File: src/rtl/revfetch_pkg.sv
// Shared types and constants for the revision fetcher: FSM states, AXI read
// response codes and the index of each field in the revision register file.
package revfetch_pkg;

  typedef enum logic [1:0] {
    IDLE  = 2'd0,
    AR    = 2'd1,
    R     = 2'd2,
    DRAIN = 2'd3
  } fetch_state_e;

  localparam logic [1:0] OKAY   = 2'b00;
  localparam logic [1:0] SLVERR = 2'b10;

  localparam int unsigned REG_MAJOR   = 0;
  localparam int unsigned REG_MINOR   = 1;
  localparam int unsigned REG_BUILD   = 2;
  localparam int unsigned REG_RC      = 3;
  localparam int unsigned REG_DATE    = 4;
  localparam int unsigned REG_TYPE    = 5;
  localparam int unsigned REG_SUBTYPE = 6;

  function automatic logic resp_ok(input logic [1:0] resp);
    return resp == OKAY;
  endfunction

endpackage

File: src/rtl/revfetch_watchdog.sv
// Read-data watchdog for the revision fetcher; exists only when
// REVFETCH_TIMEOUT_EN is defined.
`ifdef REVFETCH_TIMEOUT_EN
module revfetch_watchdog #(
  parameter int unsigned LIMIT = 256
) (
  input  logic clk,
  input  logic rst_n,
  input  logic clr,
  input  logic en,
  output logic expired
);

  localparam int unsigned CW = $clog2(LIMIT + 1);

  logic [CW-1:0] cnt_q, cnt_d;

  assign expired = (cnt_q == CW'(LIMIT));

  // Saturates at LIMIT so expired stays high until the next clear.
  always_comb begin
    cnt_d = cnt_q;
    if (clr) begin
      cnt_d = '0;
    end else if (en && !expired) begin
      cnt_d = cnt_q + CW'(1);
    end
  end

  always_ff @(posedge clk or negedge rst_n) begin
    if (!rst_n) begin
      cnt_q <= '0;
    end else begin
      cnt_q <= cnt_d;
    end
  end

endmodule
`endif

File: src/rtl/revision_fetcher.sv
// AXI4-Lite read-only master that fetches the build-revision registers after
// reset or on start. Optional read watchdog: define REVFETCH_TIMEOUT_EN.
module revision_fetcher
  import revfetch_pkg::*;
#(
  parameter int unsigned                AXI_ADDR_WIDTH = 32,
  parameter logic [AXI_ADDR_WIDTH-1:0]  BASE_ADDR      = '0,
  parameter int unsigned                REG_COUNT      = 7,
  parameter int unsigned                TIMEOUT_CYCLES = 256
) (
  input  logic                        AXI_ACLK,
  input  logic                        AXI_ARESETN,
  input  logic                        start,
  output logic [AXI_ADDR_WIDTH-1:0]   M_AXI_ARADDR,
  output logic                        M_AXI_ARVALID,
  output logic [2:0]                  M_AXI_ARPROT,
  input  logic                        M_AXI_ARREADY,
  input  logic [31:0]                 M_AXI_RDATA,
  input  logic [1:0]                  M_AXI_RRESP,
  input  logic                        M_AXI_RVALID,
  output logic                        M_AXI_RREADY,
  output logic [REG_COUNT*32-1:0]     rev_regs,
  output logic                        busy,
  output logic                        done,
  output logic                        error,
`ifdef REVFETCH_TIMEOUT_EN
  output logic                        timeout,
`endif
  output logic [2:0]                  err_index
);

  localparam logic [2:0] LAST_IDX = 3'(REG_COUNT - 1);

  fetch_state_e            state_q, state_d;
  logic [2:0]              idx_q, idx_d;
  logic [REG_COUNT*32-1:0] rev_regs_q, rev_regs_d;
  logic                    busy_q, busy_d;
  logic                    done_q, done_d;
  logic                    error_q, error_d;
  logic [2:0]              err_index_q, err_index_d;
  logic                    timeout_q, timeout_d;
  logic                    auto_q, auto_d;
  logic                    arvalid, rready;

`ifdef REVFETCH_TIMEOUT_EN
  logic wd_clr, wd_en, wd_expired;

  revfetch_watchdog #(
    .LIMIT (TIMEOUT_CYCLES)
  ) u_watchdog (
    .clk     (AXI_ACLK),
    .rst_n   (AXI_ARESETN),
    .clr     (wd_clr),
    .en      (wd_en),
    .expired (wd_expired)
  );
`endif

  // auto_q is a one-shot that launches the first fetch after reset release.
  always_comb begin
    state_d     = state_q;
    idx_d       = idx_q;
    rev_regs_d  = rev_regs_q;
    busy_d      = busy_q;
    done_d      = done_q;
    error_d     = error_q;
    err_index_d = err_index_q;
    timeout_d   = timeout_q;
    auto_d      = auto_q;
    arvalid     = 1'b0;
    rready      = 1'b0;
`ifdef REVFETCH_TIMEOUT_EN
    wd_clr      = 1'b0;
    wd_en       = 1'b0;
`endif
    case (state_q)
      IDLE: begin
        if (start || auto_q) begin
          auto_d    = 1'b0;
          done_d    = 1'b0;
          error_d   = 1'b0;
          timeout_d = 1'b0;
          idx_d     = 3'(REG_MAJOR);
          busy_d    = 1'b1;
          state_d   = AR;
        end
      end
      AR: begin
        arvalid = 1'b1;
        if (M_AXI_ARREADY) begin
          state_d = R;
`ifdef REVFETCH_TIMEOUT_EN
          wd_clr  = 1'b1;
`endif
        end
      end
      R: begin
        rready = 1'b1;
`ifdef REVFETCH_TIMEOUT_EN
        wd_en  = 1'b1;
`endif
        if (M_AXI_RVALID) begin
          if (resp_ok(M_AXI_RRESP)) begin
            for (int i = 0; i < REG_COUNT; i++) begin
              if (idx_q == 3'(i)) rev_regs_d[i*32 +: 32] = M_AXI_RDATA;
            end
            if (idx_q == LAST_IDX) begin
              done_d  = 1'b1;
              busy_d  = 1'b0;
              state_d = IDLE;
            end else begin
              idx_d   = idx_q + 3'd1;
              state_d = AR;
            end
          end else begin
            // Failing slot and later slots keep the previous fetch's values.
            error_d     = 1'b1;
            err_index_d = idx_q;
            busy_d      = 1'b0;
            state_d     = IDLE;
          end
        end
`ifdef REVFETCH_TIMEOUT_EN
        else if (wd_expired) begin
          error_d     = 1'b1;
          timeout_d   = 1'b1;
          err_index_d = idx_q;
          state_d     = DRAIN;
        end
`endif
      end
`ifdef REVFETCH_TIMEOUT_EN
      DRAIN: begin
        // The late beat is still owed to us; swallow it before going idle.
        rready = 1'b1;
        if (M_AXI_RVALID) begin
          busy_d  = 1'b0;
          state_d = IDLE;
        end
      end
`endif
      default: state_d = IDLE;
    endcase
  end

  always_ff @(posedge AXI_ACLK or negedge AXI_ARESETN) begin
    if (!AXI_ARESETN) begin
      state_q     <= IDLE;
      idx_q       <= '0;
      rev_regs_q  <= '0;
      busy_q      <= 1'b0;
      done_q      <= 1'b0;
      error_q     <= 1'b0;
      err_index_q <= '0;
      timeout_q   <= 1'b0;
      auto_q      <= 1'b1;
    end else begin
      state_q     <= state_d;
      idx_q       <= idx_d;
      rev_regs_q  <= rev_regs_d;
      busy_q      <= busy_d;
      done_q      <= done_d;
      error_q     <= error_d;
      err_index_q <= err_index_d;
      timeout_q   <= timeout_d;
      auto_q      <= auto_d;
    end
  end

  // idx only changes outside AR, so ARADDR is stable while ARVALID waits.
  assign M_AXI_ARADDR  = BASE_ADDR + AXI_ADDR_WIDTH'({idx_q, 2'b00});
  assign M_AXI_ARVALID = arvalid;
  assign M_AXI_ARPROT  = 3'b000;
  assign M_AXI_RREADY  = rready;
  assign rev_regs      = rev_regs_q;
  assign busy          = busy_q;
  assign done          = done_q;
  assign error         = error_q;
  assign err_index     = err_index_q;
`ifdef REVFETCH_TIMEOUT_EN
  assign timeout       = timeout_q;
`else
  logic unused_timeout;
  assign unused_timeout = timeout_q;
`endif

endmodule
File: config.mk
export PLATFORM = sky130hd
export DESIGN_NAME = revision_fetcher
export DESIGN_NICKNAME = d
export VERILOG_FILES = /design/src/rtl/revfetch_pkg.sv /design/src/rtl/revfetch_watchdog.sv /design/src/rtl/revision_fetcher.sv
export SDC_FILE = /design/constraint.sdc
export NUM_CORES = 1
export LEC_CHECK = 0
export ABC_AREA = 1
export BUFFER_PORTS_ARGS = -buffer_cell sky130_fd_sc_hd__buf_2
export CAP_MARGIN = 0
export CORE_ASPECT_RATIO = 0.6
export CORE_MARGIN = 2
export CORE_UTILIZATION = 54
export CTS_BUF_LIST = sky130_fd_sc_hd__clkbuf_8 sky130_fd_sc_hd__clkbuf_16
export DETAILED_ROUTE_END_ITERATION = 6
export PLACE_DENSITY = 0.85
export SKIP_CTS_REPAIR_TIMING = 1
export SLEW_MARGIN = 20
export SYNTH_ARGS = -nofsm -noshare
export SYNTH_HDL_FRONTEND = slang
export SYNTH_HIERARCHICAL = 1
export SYNTH_SLANG_ARGS = --single-unit
File: constraint.sdc
create_clock -name AXI_ACLK -period 2.55 [get_ports AXI_ACLK]
set_clock_uncertainty 0.05 [all_clocks]
set_input_delay 0.51 -clock AXI_ACLK [delete_from_list [all_inputs] [get_ports AXI_ACLK]]
set_output_delay 0.51 -clock AXI_ACLK [all_outputs]
set_load 0.02 [all_outputs]
After elaboration in Yosys (flattened, before gate mapping)
Index checks and enable logic that the tools add are counted.
Widths: inputs -> output; s select.
{"block": "totals", "regBits": 236, "inputBits": 39, "out_inout_bits": 267}
{"block": "op_classes", "addsub": 1, "eq_ne": 16, "mux": 26, "bitwise_logic": 1, "n_reduce_logical": 19}
{"operator": "$reduce_and 4->1", "n": 9}
{"operator": "$ne 2x2->1 const B", "n": 7}
{"operator": "$mux 1", "n": 13}
{"operator": "$mux 3", "n": 4}
{"operator": "$reduce_and 5->1", "n": 2}
{"operator": "$eq 3x3->1 const B", "n": 3}
{"operator": "$mux 2", "n": 4}
{"operator": "$eq 3x2->1 const B", "n": 2}
{"operator": "$pmux 1 s2", "n": 3}
{"operator": "$pmux 2 s3", "n": 1}
{"operator": "$pmux 3 s2", "n": 1}
{"operator": "$reduce_and 3->1", "n": 2}
{"operator": "$logic_not 2->1", "n": 2}
{"operator": "$add 3x1->3 const B", "n": 1}
{"operator": "$eq 3x1->1 const B", "n": 1}
{"operator": "$logic_not 3->1", "n": 1}
{"operator": "$ne 3x3->1 const B", "n": 1}
{"operator": "$eq 2x1->1 const B", "n": 1}
{"operator": "$eq 2x2->1 const B", "n": 1}
{"operator": "$reduce_and 2->1", "n": 1}
{"operator": "$reduce_bool 2->1", "n": 1}
{"operator": "$logic_or 1x1->1", "n": 1}
{"operator": "$not 1->1", "n": 1}

Logic depth before layout (Yosys ltp)
Gate-level depths: netlist of the first run.
{"block": "depth", "word_depth": 5, "mapped_depth": 9, "depth_no_buf": 8}

Worst setup path after synthesis of the first run
No wires, ideal clock.
{"block": "synth_path", "path_type": "register to register", "from": "register idx_q[0]", "to": "register rev_regs_q[214], in the netlist rev_regs[214]", "setup_time_ns": 0.130, "arrival_time_ns": 1.421, "t_required_ns": 2.370, "slack_ns": 0.949, "path_stages_with_launch": 8, "synth_period_minus_slack_ns": 1.601, "cell_sequence": "dfrtp_1 -> inv_1 -> ha_1 -> nand2_1 -> nor2_1 -> nand2_1 -> clkbuf_1 -> o21ai_1"}
{"block": "synth_between", "elab_chain_len": 2}
{"item": "start: declaration", "line_no": "revision_fetcher.sv:35", "rtl": "logic [2:0] idx_q, idx_d;"}
{"item": "start signal: assignment", "line_no": "revision_fetcher.sv:159", "rtl": "idx_q <= idx_d;"}
{"item": "$eq 3x3->1", "line_no": "revision_fetcher.sv:105", "rtl": "if (idx_q == 3'(i)) rev_regs_d[i*32 +: 32] = M_AXI_RDATA;"}
{"item": "$reduce_and 4->1 (no line)"}
{"item": "end signal: assignment", "line_no": "revision_fetcher.sv:160", "rtl": "rev_regs_q <= rev_regs_d;"}
{"item": "end: declaration", "line_no": "revision_fetcher.sv:36", "rtl": "logic [REG_COUNT*32-1:0] rev_regs_q, rev_regs_d;"}
Every way passes these cells.
A chain may end at the register's enable or synchronous reset.

Worst setup path in the final report of the first run
{"block": "layout_path", "from": "register state_q[1]", "to": "output port M_AXI_RREADY"}
{"block": "layout_between", "elab_chain_len": 2}
{"item": "start: declaration", "line_no": "revision_fetcher.sv:34", "rtl": "fetch_state_e state_q, state_d;"}
{"item": "start signal: assignment", "line_no": "revision_fetcher.sv:158", "rtl": "state_q <= state_d;"}
{"item": "$eq 2x2->1", "line_no": "revision_fetcher.sv:76", "rtl": "case (state_q)"}
{"item": "$mux 1", "line_no": "revision_fetcher.sv:76"}
{"item": "end: declaration", "line_no": "revision_fetcher.sv:21", "rtl": "output logic M_AXI_RREADY,"}
Every way passes these cells.

==> results of run 1 <==
[kinds of logic after synthesis]
group           count (synthesis)
flops                         236
buf+inv                       119
fa+ha+maj                       5
simple gates                  289
compound gates                229
other cells                     1
[stage by stage]
stage               power [W]  instances  util, %  hold WS (ns)
CTS                   0.00955       1393     68.9       -0.0840
floorplan             0.00553        910        -         0.164
global route          0.00992       1394     69.0         0.196
detailed placement    0.00621       1354     64.4         0.405
finish                0.00950       1394     69.0         0.181
global placement      0.00616       1354     64.4         0.396
[Yosys cell counts, drive strengths merged]
cell and n:
dfrtp 235, nand3b 1, ha 5, nand3 5, nand2 269, nor2 14
clkbuf 1, o21ai 229, inv 43, clkinv 1, dfstp 1, buf 74
conb 1
[sequential cells by signal, summed over array words and instances (netlist names)]
signal and cells:
auto_q 1, busy 1, done 1, err_index 3
error 1, idx_q 3, rev_regs 224, state_q 2
[worst min path at each step]
stage | from | endpoint | slack (ns) | cells past startpoint
6_report | M_AXI_ARREADY | state_q[0] | 0.18 | 2
4_1_cts | AXI_ARESETN | rev_regs[1] | -0.08 | 1
2_1_floorplan | AXI_ARESETN | busy | 0.16 | 0
3_5_place_dp | auto_q | auto_q | 0.40 | 2
3_3_place_gp | auto_q | auto_q | 0.40 | 2
5_1_grt | M_AXI_ARREADY | state_q[0] | 0.20 | 2
[worst max-delay path, stage by stage, from the launching register on]
cell and delay, ns:
dfrtp_1 0.49, inv_1 0.07, nor2_1 0.29, buf_2 0.24
[per-layer routing]
layer	track usage, %	share of wire, %
met3	8.11	9.6
met5	0	0
met1	37.6	43
met2	39.6	45
met4	6.11	2.2
[cell type report]
| type | instances | share of cell area [%] |
|---|---|---|
| sequential | 236 | 52.6 |
| multi-input combinational | 555 | 22.6 |
| timing repair buffer | 292 | 14.0 |
| clock buffer | 28 | 5.74 |
| tap | 228 | 2.54 |
| inverter | 44 | 1.52 |
| clock inverter | 11 | 0.914 |
[cells in the final DEF, fill, tap and decap left out, drive strengths merged]
cell,instances
buf,291
bufinv,2
clkbuf,28
clkinv,5
clkinvlp,1
conb,32
dfrtp,235
dfstp,1
dlygate4sd3,1
ha,5
inv,47
nand2,269
nand3,5
nand3b,1
nor2,14
o21ai,229
[power by group through the flow]
stage	registers, W	logic (W)	clock network [W]
6_report	0.00439	0.00177	0.00334
5_1_grt	0.00443	0.00194	0.00355
2_1_floorplan	0.00492	0.000613	0
3_3_place_gp	0.00444	0.00172	0
4_1_cts	0.00439	0.00177	0.00339
3_5_place_dp	0.00444	0.00177	0
==> reports/metrics.yaml, run 1 <==
cts.sinks: 236
syn_area_per_cell_um2: 10.2
slew-limit-headroom_pct: 64.8
dieWidth_um: 171
max_slew.worst_pin.slew_ns: 0.528
antenna_left: 0
combPwrFrac_pct: 18.6
yosys.area_share.simple_pct: 12.5
seqPwrFrac_pct: 46.2
synth_top_area_share_pct: 65.4
via_per_inst: 5.13
reg2reg_to: "rev_regs[108]"
status: "complete, no violations"
yosys_warnings: 6
fmax_mhz: 468
power.density_mw_per_mm2: 847
yosysTopAreaCell: "dfrtp_1"
synth_compound_area_share_pct: 13.7
seq_area_mm2: 0.00591
regToRegStartpoint: "idx_q[0]"
ys_ff_latch: 236
critPathArrivalTime_ns: 1.58
critPathRequiredTime_ns: 1.99
grt_setup_unrepaired: "false"
core_area_mm2: 0.0163
ctsRootBufferMaster: "clkbuf_16"
netlist_instances: 879
internal_power_w: 0.00667
rows: 36
layout_setup_ws_ns: 0.414
finalCriticalPeriod_ns: 2.14
cp-endpoint: "M_AXI_RREADY"
htreeDepth: 1
drive_above_1_share_pct: 31.0
pre_cts_ws_ns: 0.737
worst-setup-path-type: "reg -> out"
post-route-drc-count: 0
antenna_found_initial: 0
r2r_slack_ns: 0.74
synth_fa_ha_area_share_pct: 0.696
grt_pass1_wl_um: 36700
yosysSeqAreaShare_pct: 65.7
numCtsBuffers: 22
grt_use_total_pct: 26.2
start_kind: "flip-flop"
clk_latency_ns: 0.49
startpoint: "state_q[1]"
die_area_mm2: 0.0177
swShare_pct: 29.8
wl_per_cell_um: 16.8
routabilityCongestion: 0.841
multiInputGateArea_mm2: 0.00254
finalSetupViolCount: 0
ir_drop_mv: 0.599
p_leak_nw: 6.24
hp-class: "in -> reg"
port_buffers: 273
grt_overflow_total: 0
first_pass_iters: 5
io_pins: 306
finalSetupTns_ns: 0
rr_worst_depth: 8
synth_cell_types: 20
dpl-instance-area_mm2: 0.0105
ys_top_cells_by_area: "dfrtp_1 (65%), o21ai_1 (11%), nand2_1 (11%)"
synth-xor-area-share_pct: 0
clkTransAtPathRegs_ns: 0.07
finalWirelength_um: 23400
cts_tree: "done"
finalInstanceArea_mm2: 0.0112
grt_pass1_vias: 6614
synthMuxAreaShare_pct: 0
worstSetupEndpointType: "output pin"
start_util_pct: 55.3
hold_viol: 0
drv_slew: 0
worstPathMaxFanout: 6
clockBufferDepth: 3
p_switching_w: 0.00284
max_cap_viol_count: 0
nNetsFinal: 1195
pwr-share-clk_pct: 35.2
drt_iter0_drc: 534
grt_max_degree: 66
dr_total_vias: 7152
syn_area_mm2: 0.00899
area_growth_pct: 24.8
diodes: 0
finalCritPeriodShare_pct: 83.8
nFillCells: 1243
synth_top_family_by_area: "compound AO/OA/AOI/OAI gates"
hpwl_um: 15900
die_h_um: 104
Note: power is estimated with default switching activity, not from simulation.
==> run 2: changes to the inputs <==
Settings changed: CORE_UTILIZATION 54 to 45, PLACE_DENSITY 0.85 to 0.76.
Clock period 2.55 ns to 1.7 ns, I/O delays scaled along.
==> reports/metrics.yaml, run 2 (same netlist as run 1, synthesis figures left out) <==
critPathRequiredTime_ns: 1.31
regToRegStartpoint: "idx_q[0]"
pre_cts_ws_ns: 0.0720
clockBufferDepth: 3
antenna_left: 0
grt_pass1_vias: 6771
antenna_found_initial: 0
routabilityCongestion: 0.834
drv_slew: 0
fmax_mhz: 603
post-route-drc-count: 0
grt_max_degree: 65
grt_overflow_total: 0
cpLargestDelayFamily: "flip-flops"
start_kind: "flip-flop"
hpwl_um: 16900
die_h_um: 113
clk_latency_ns: 0.50
power.density_mw_per_mm2: 1270
finalCritPeriodShare_pct: 97.5
layout_setup_ws_ns: 0.0427
area_growth_pct: 28.5
largest_reg_flops: 224
numCtsBuffers: 22
htreeDepth: 1
worstPathMaxFanout: 5
core_area_mm2: 0.0193
path_buf_inv: 2
startpoint: "state_q[1]"
drive_above_1_share_pct: 32.5
p_leak_nw: 6.37
drt_iter0_drc: 361
port_buffers: 273
first_pass_iters: 5
worstSetupEndpointType: "output pin"
max_stage_delay_ns: 0.42
dieWidth_um: 186
finalSetupTns_ns: 0
critPathArrivalTime_ns: 1.27
cts_tree: "done"
start_util_pct: 46.5
wl_per_cell_um: 16.8
io_pins: 306
ctsRootBufferMaster: "clkbuf_16"
status: "complete, no violations"
totalPowerFinal_w: 0.0147
hp-class: "in -> reg"
die_area_mm2: 0.0212
clkTransAtPathRegs_ns: 0.06
cts.sinks: 236
dr_total_vias: 7081
dpl-instance-area_mm2: 0.0107
via_per_inst: 4.92
worst-setup-path-type: "reg -> out"
nNetsFinal: 1204
finalSetupViolCount: 0
hold_viol: 0
finalCriticalPeriod_ns: 1.66
path_cells: "inv_1, nor2_4, buf_6"
max_cap_viol_count: 0
finalWirelength_um: 24300
rows: 39
grt_pass1_wl_um: 38100
finalInstanceArea_mm2: 0.0116
layout_common_cells: "buf_2 (270), nand2_1 (262), dfrtp_1 (232)"
layout_commonest_cell: "buf_2"
hold_ws_ns: 0.0149
grt_use_total_pct: 22.7
diodes: 0
ir_drop_mv: 0.810
hold_start: "M_AXI_ARREADY"
slowest_stage: "dfrtp_2"
## run 2: changes by cell type in the layout (fill, tap and decap cells not counted), moves of 2 or more
cell | previous run | this run
clkbuf_8 | 5 | 7
nor2_4 | 0 | 2
buf_6 | 0 | 2
dfrtp_1 | 235 | 232
nor2_1 | 14 | 11
buf_12 | 4 | 14
clkinv_2 | 4 | 2
clkinv_4 | 1 | 3
dfrtp_2 | 0 | 3
inv_1 | 45 | 39
buf_2 | 272 | 270
## run 2: final cells by class
type | count | area (um^2)
fill | 1637 | 7770
sequential | 236 | 5910
tap | 266 | 333
multi-input combinational | 555 | 2560
clock inverter | 8 | 125
inverter | 44 | 173
clock buffer | 30 | 672
timing repair buffer | 301 | 1780
## run 2: worst paths after layout
kind / to / slack, ns / cells past startpoint
min: state_q[0] / 0.01 / 2
max: M_AXI_RREADY / 0.04 / 3
min in group asynchronous: rev_regs[65] / 0.33 / 2
max reg2reg: rev_regs[207] / 0.12 / 8
min reg2reg: auto_q / 0.41 / 2
max in group asynchronous: rev_regs[60] / 0.65 / 3
## run 2: through the flow
stage               utilization, %  instances
floorplan                        -        910
global placement              55.3       1399
detailed placement            55.3       1399
CTS                           59.5       1437
global route                  59.8       1440
finish                        59.8       1440
## run 2: power breakdown
group | leakage, nW | switching, W | internal [W]
Sequential | 3.25 | 0.000380 | 0.00622
Clock | 0.392 | 0.00207 | 0.00322
Combinational | 2.73 | 0.00191 | 0.000899
Total | 6.37 | 0.00436 | 0.0103
## run 2: metal layers
metal | GRT usage [%] | up-vias | routed length [um]
met2 | 33.8 | 302 | 10500
li1 | - | 3355 | -
met4 | 4.50 | 0 | 362
met1 | 33.1 | 3394 | 10900
met3 | 6.98 | 30 | 2470
met5 | 0 | - | 0
==> run 3: changes to the inputs <==
--- a/config.mk
+++ b/config.mk
@@ -7,3 +7,3 @@
 export LEC_CHECK = 0
-export ABC_AREA = 1
+export ABC_AREA = 0
 export BUFFER_PORTS_ARGS = -buffer_cell sky130_fd_sc_hd__buf_2
@@ -12,6 +12,5 @@
 export CORE_MARGIN = 2
-export CORE_UTILIZATION = 45
+export CORE_UTILIZATION = 30
 export CTS_BUF_LIST = sky130_fd_sc_hd__clkbuf_8 sky130_fd_sc_hd__clkbuf_16
 export DETAILED_ROUTE_END_ITERATION = 6
-export PLACE_DENSITY = 0.76
 export SKIP_CTS_REPAIR_TIMING = 1
==> constraint.sdc (replaced) <==
create_clock -name AXI_ACLK -period 1.7 [get_ports AXI_ACLK]
set_clock_uncertainty 0.05 [all_clocks]
set_input_delay 0.255 -clock AXI_ACLK [delete_from_list [all_inputs] [get_ports AXI_ACLK]]
set_output_delay 0.255 -clock AXI_ACLK [all_outputs]
set_load 0.02 [all_outputs]
==> reports/metrics.yaml, run 3 <==
status: "complete, but fails checks"
violations: "setup timing"
post-route-drc-count: 0
worstSetupEndpointType: "flip-flop"
clockBufferDepth: 3
wl_per_cell_um: 19.3
nNetsFinal: 945
yosysTopAreaCell: "dfrtp_1"
drv_slew: 0
synthFlopType: "dfrtp_1"
grt_use_total_pct: 15.0
hp-class: "in -> reg"
layout_common_cells: "buf_2 (270), dfrtp_1 (232), mux2_2 (181)"
ys_ff_latch: 236
grt_pass1_vias: 5983
holdPathStages: 2
numCtsBuffers: 24
dieWidth_um: 234
netlist_instances: 573
hold_viol: 0
finalCriticalPeriod_ns: 1.70
synth_top_area_share_pct: 61.8
synth-xor-area-share_pct: 0
worstPathMaxFanout: 15
rows: 50
rr_worst_depth: 5
finalCritPeriodShare_pct: 100
hpwl_um: 18000
die_area_mm2: 0.0332
synth_most_common_cell: "dfrtp_1"
worst-setup-path-type: "reg -> reg"
worst_hold_path.endpoint: "rev_regs[203]"
finalSetupViolCount: 1
max_cap_viol_count: 0
drt_iter0_drc: 285
synth_edf_count: 0
area_growth_pct: 33.0
power.density_mw_per_mm2: 1330
r2r_slack_ns: -0.003
ys_top_cells_by_area: "dfrtp_1 (62%), mux2_2 (21%), mux2_4 (4.7%)"
die_h_um: 142
finalWirelength_um: 25800
port_buffers: 273
ctsRootBufferMaster: "clkbuf_16"
routabilityCongestion: 0.806
core_area_mm2: 0.0312
reg2reg_to: "rev_regs[109]"
critPathArrivalTime_ns: 2.05
dr_total_vias: 5946
clk_latency_ns: 0.53
fmax_mhz: 587
regToRegStartpoint: "idx_q[1]"
async_reset_ff_share_pct: 100
start_kind: "flip-flop"
synth_compound_area_share_pct: 1.37
yosys_warnings: 6
grt_overflow_total: 0
io_pins: 306
critPathRequiredTime_ns: 2.05
synth_cell_types: 38
synth_top_family_by_area: "multiplexers"
grt_setup_unrepaired: "true"
antenna_left: 0
totalPowerFinal_w: 0.0169
synth_fa_ha_area_share_pct: 0.657
hold_start: "M_AXI_RDATA[11]"
ir_drop_mv: 0.636
layout_commonest_cell: "buf_2"
drive_above_1_share_pct: 66.1
syn_area_mm2: 0.00952
via_per_inst: 4.46
antenna_found_initial: 0
syn_area_per_cell_um2: 16.6
synth_commonest_cells: "dfrtp_1 (235), mux2_2 (181), buf_4 (32), mux2_4 (30), buf_6 (19)"
grt_max_degree: 50
synthMuxAreaShare_pct: 28.0
start_util_pct: 30.5
cts.sinks: 236
pre_cts_ws_ns: 0.0251
diodes: 0
grt_pass1_wl_um: 38000
yosys.area_share.simple_pct: 2.60
layout_setup_ws_ns: -0.00293
htreeDepth: 1
p_leak_nw: 7.25
yosysSeqAreaShare_pct: 62.1
cts_tree: "done"
first_pass_iters: 4
largest_reg_flops: 224
clkTransAtPathRegs_ns: 0.06
==> run 3: cell count changes after synthesis, sizes merged, moves of 11 or more <==
cell / delta
nand2: -264
mux2: +227
nor2: -11
inv: -37
buf: -19
o21ai: -226
==> run 3: routing by layer <==
| layer | vias up | wire (um) | GRT usage (%) |
|---|---|---|---|
| met5 | - | 0 | 0 |
| met4 | 0 | 455 | 2.96 |
| met3 | 33 | 2020 | 5.17 |
| met2 | 187 | 11000 | 21.8 |
| met1 | 3089 | 12300 | 21.5 |
| li1 | 2637 | - | - |
==> run 3: worst max-delay path by stage <==
stage               cells after the start  startpoint       endpoint  slack, ns
finish                                  5    idx_q[1]  rev_regs[109]     -0.003
global route                            3  state_q[0]   M_AXI_RREADY      -0.09
CTS                                     3  state_q[1]   M_AXI_RREADY      -0.27
detailed placement                      6    idx_q[0]   rev_regs[81]       0.03
global placement                        4  state_q[1]     state_q[0]       0.02
floorplan                               5    idx_q[2]   rev_regs[80]    -0.0007
==> run 3: cell type report <==
type / count / area (um^2)
fillers: 2941 / 18600
inverters: 6 / 25.0
flip-flops and latches: 236 / 5910
multi-input cells: 307 / 3330
well taps: 416 / 520
repair buffers: 326 / 2020
clock inverters: 14 / 180
clock buffers: 28 / 667
==> run 3: cells by family (layout without fill, tap and decap cells) <==
family,count (synthesis),count (layout)
flip-flops,236,236
multiplexers,227,227
buffers and inverters,61,374
AND/OR/NAND/NOR,26,26
AO/OA/AOI/OAI,17,17
adder cells (fa/ha/maj),5,5
other,1,32
==> run 3: per-stage QoR <==
stage                     hold slack, ns  instance area (um^2)  utilization, %  TNS [ns]  std cells
after floorplan                  -0.0906                  9680               -  -0.00133        604
after global placement             0.126                 11600            37.1         0       1279
after detailed placement           0.125                 11600            37.1         0       1279
after CTS                         -0.436                 12400            39.8    -0.444       1321
after global routing             0.00626                 12700            40.5    -0.907       1333
final                             0.0188                 12700            40.5  -0.00293       1333
==> run 3: worst max-delay path, cell delays in order (launching register included) <==
cell and delay (ns):
dfrtp_2 0.44, ha_2 0.20, ha_4 0.16, nand3_4 0.17, buf_12 0.19, mux2_2 0.35
==> run 3: where the power goes <==
part           total, W  switching, W  internal, W  leakage [nW]
clock           0.00565       0.00224      0.00341         0.427
combinational   0.00422       0.00249      0.00173          3.59
sequential      0.00698      0.000470      0.00651          3.23
total            0.0169       0.00520       0.0117          7.25
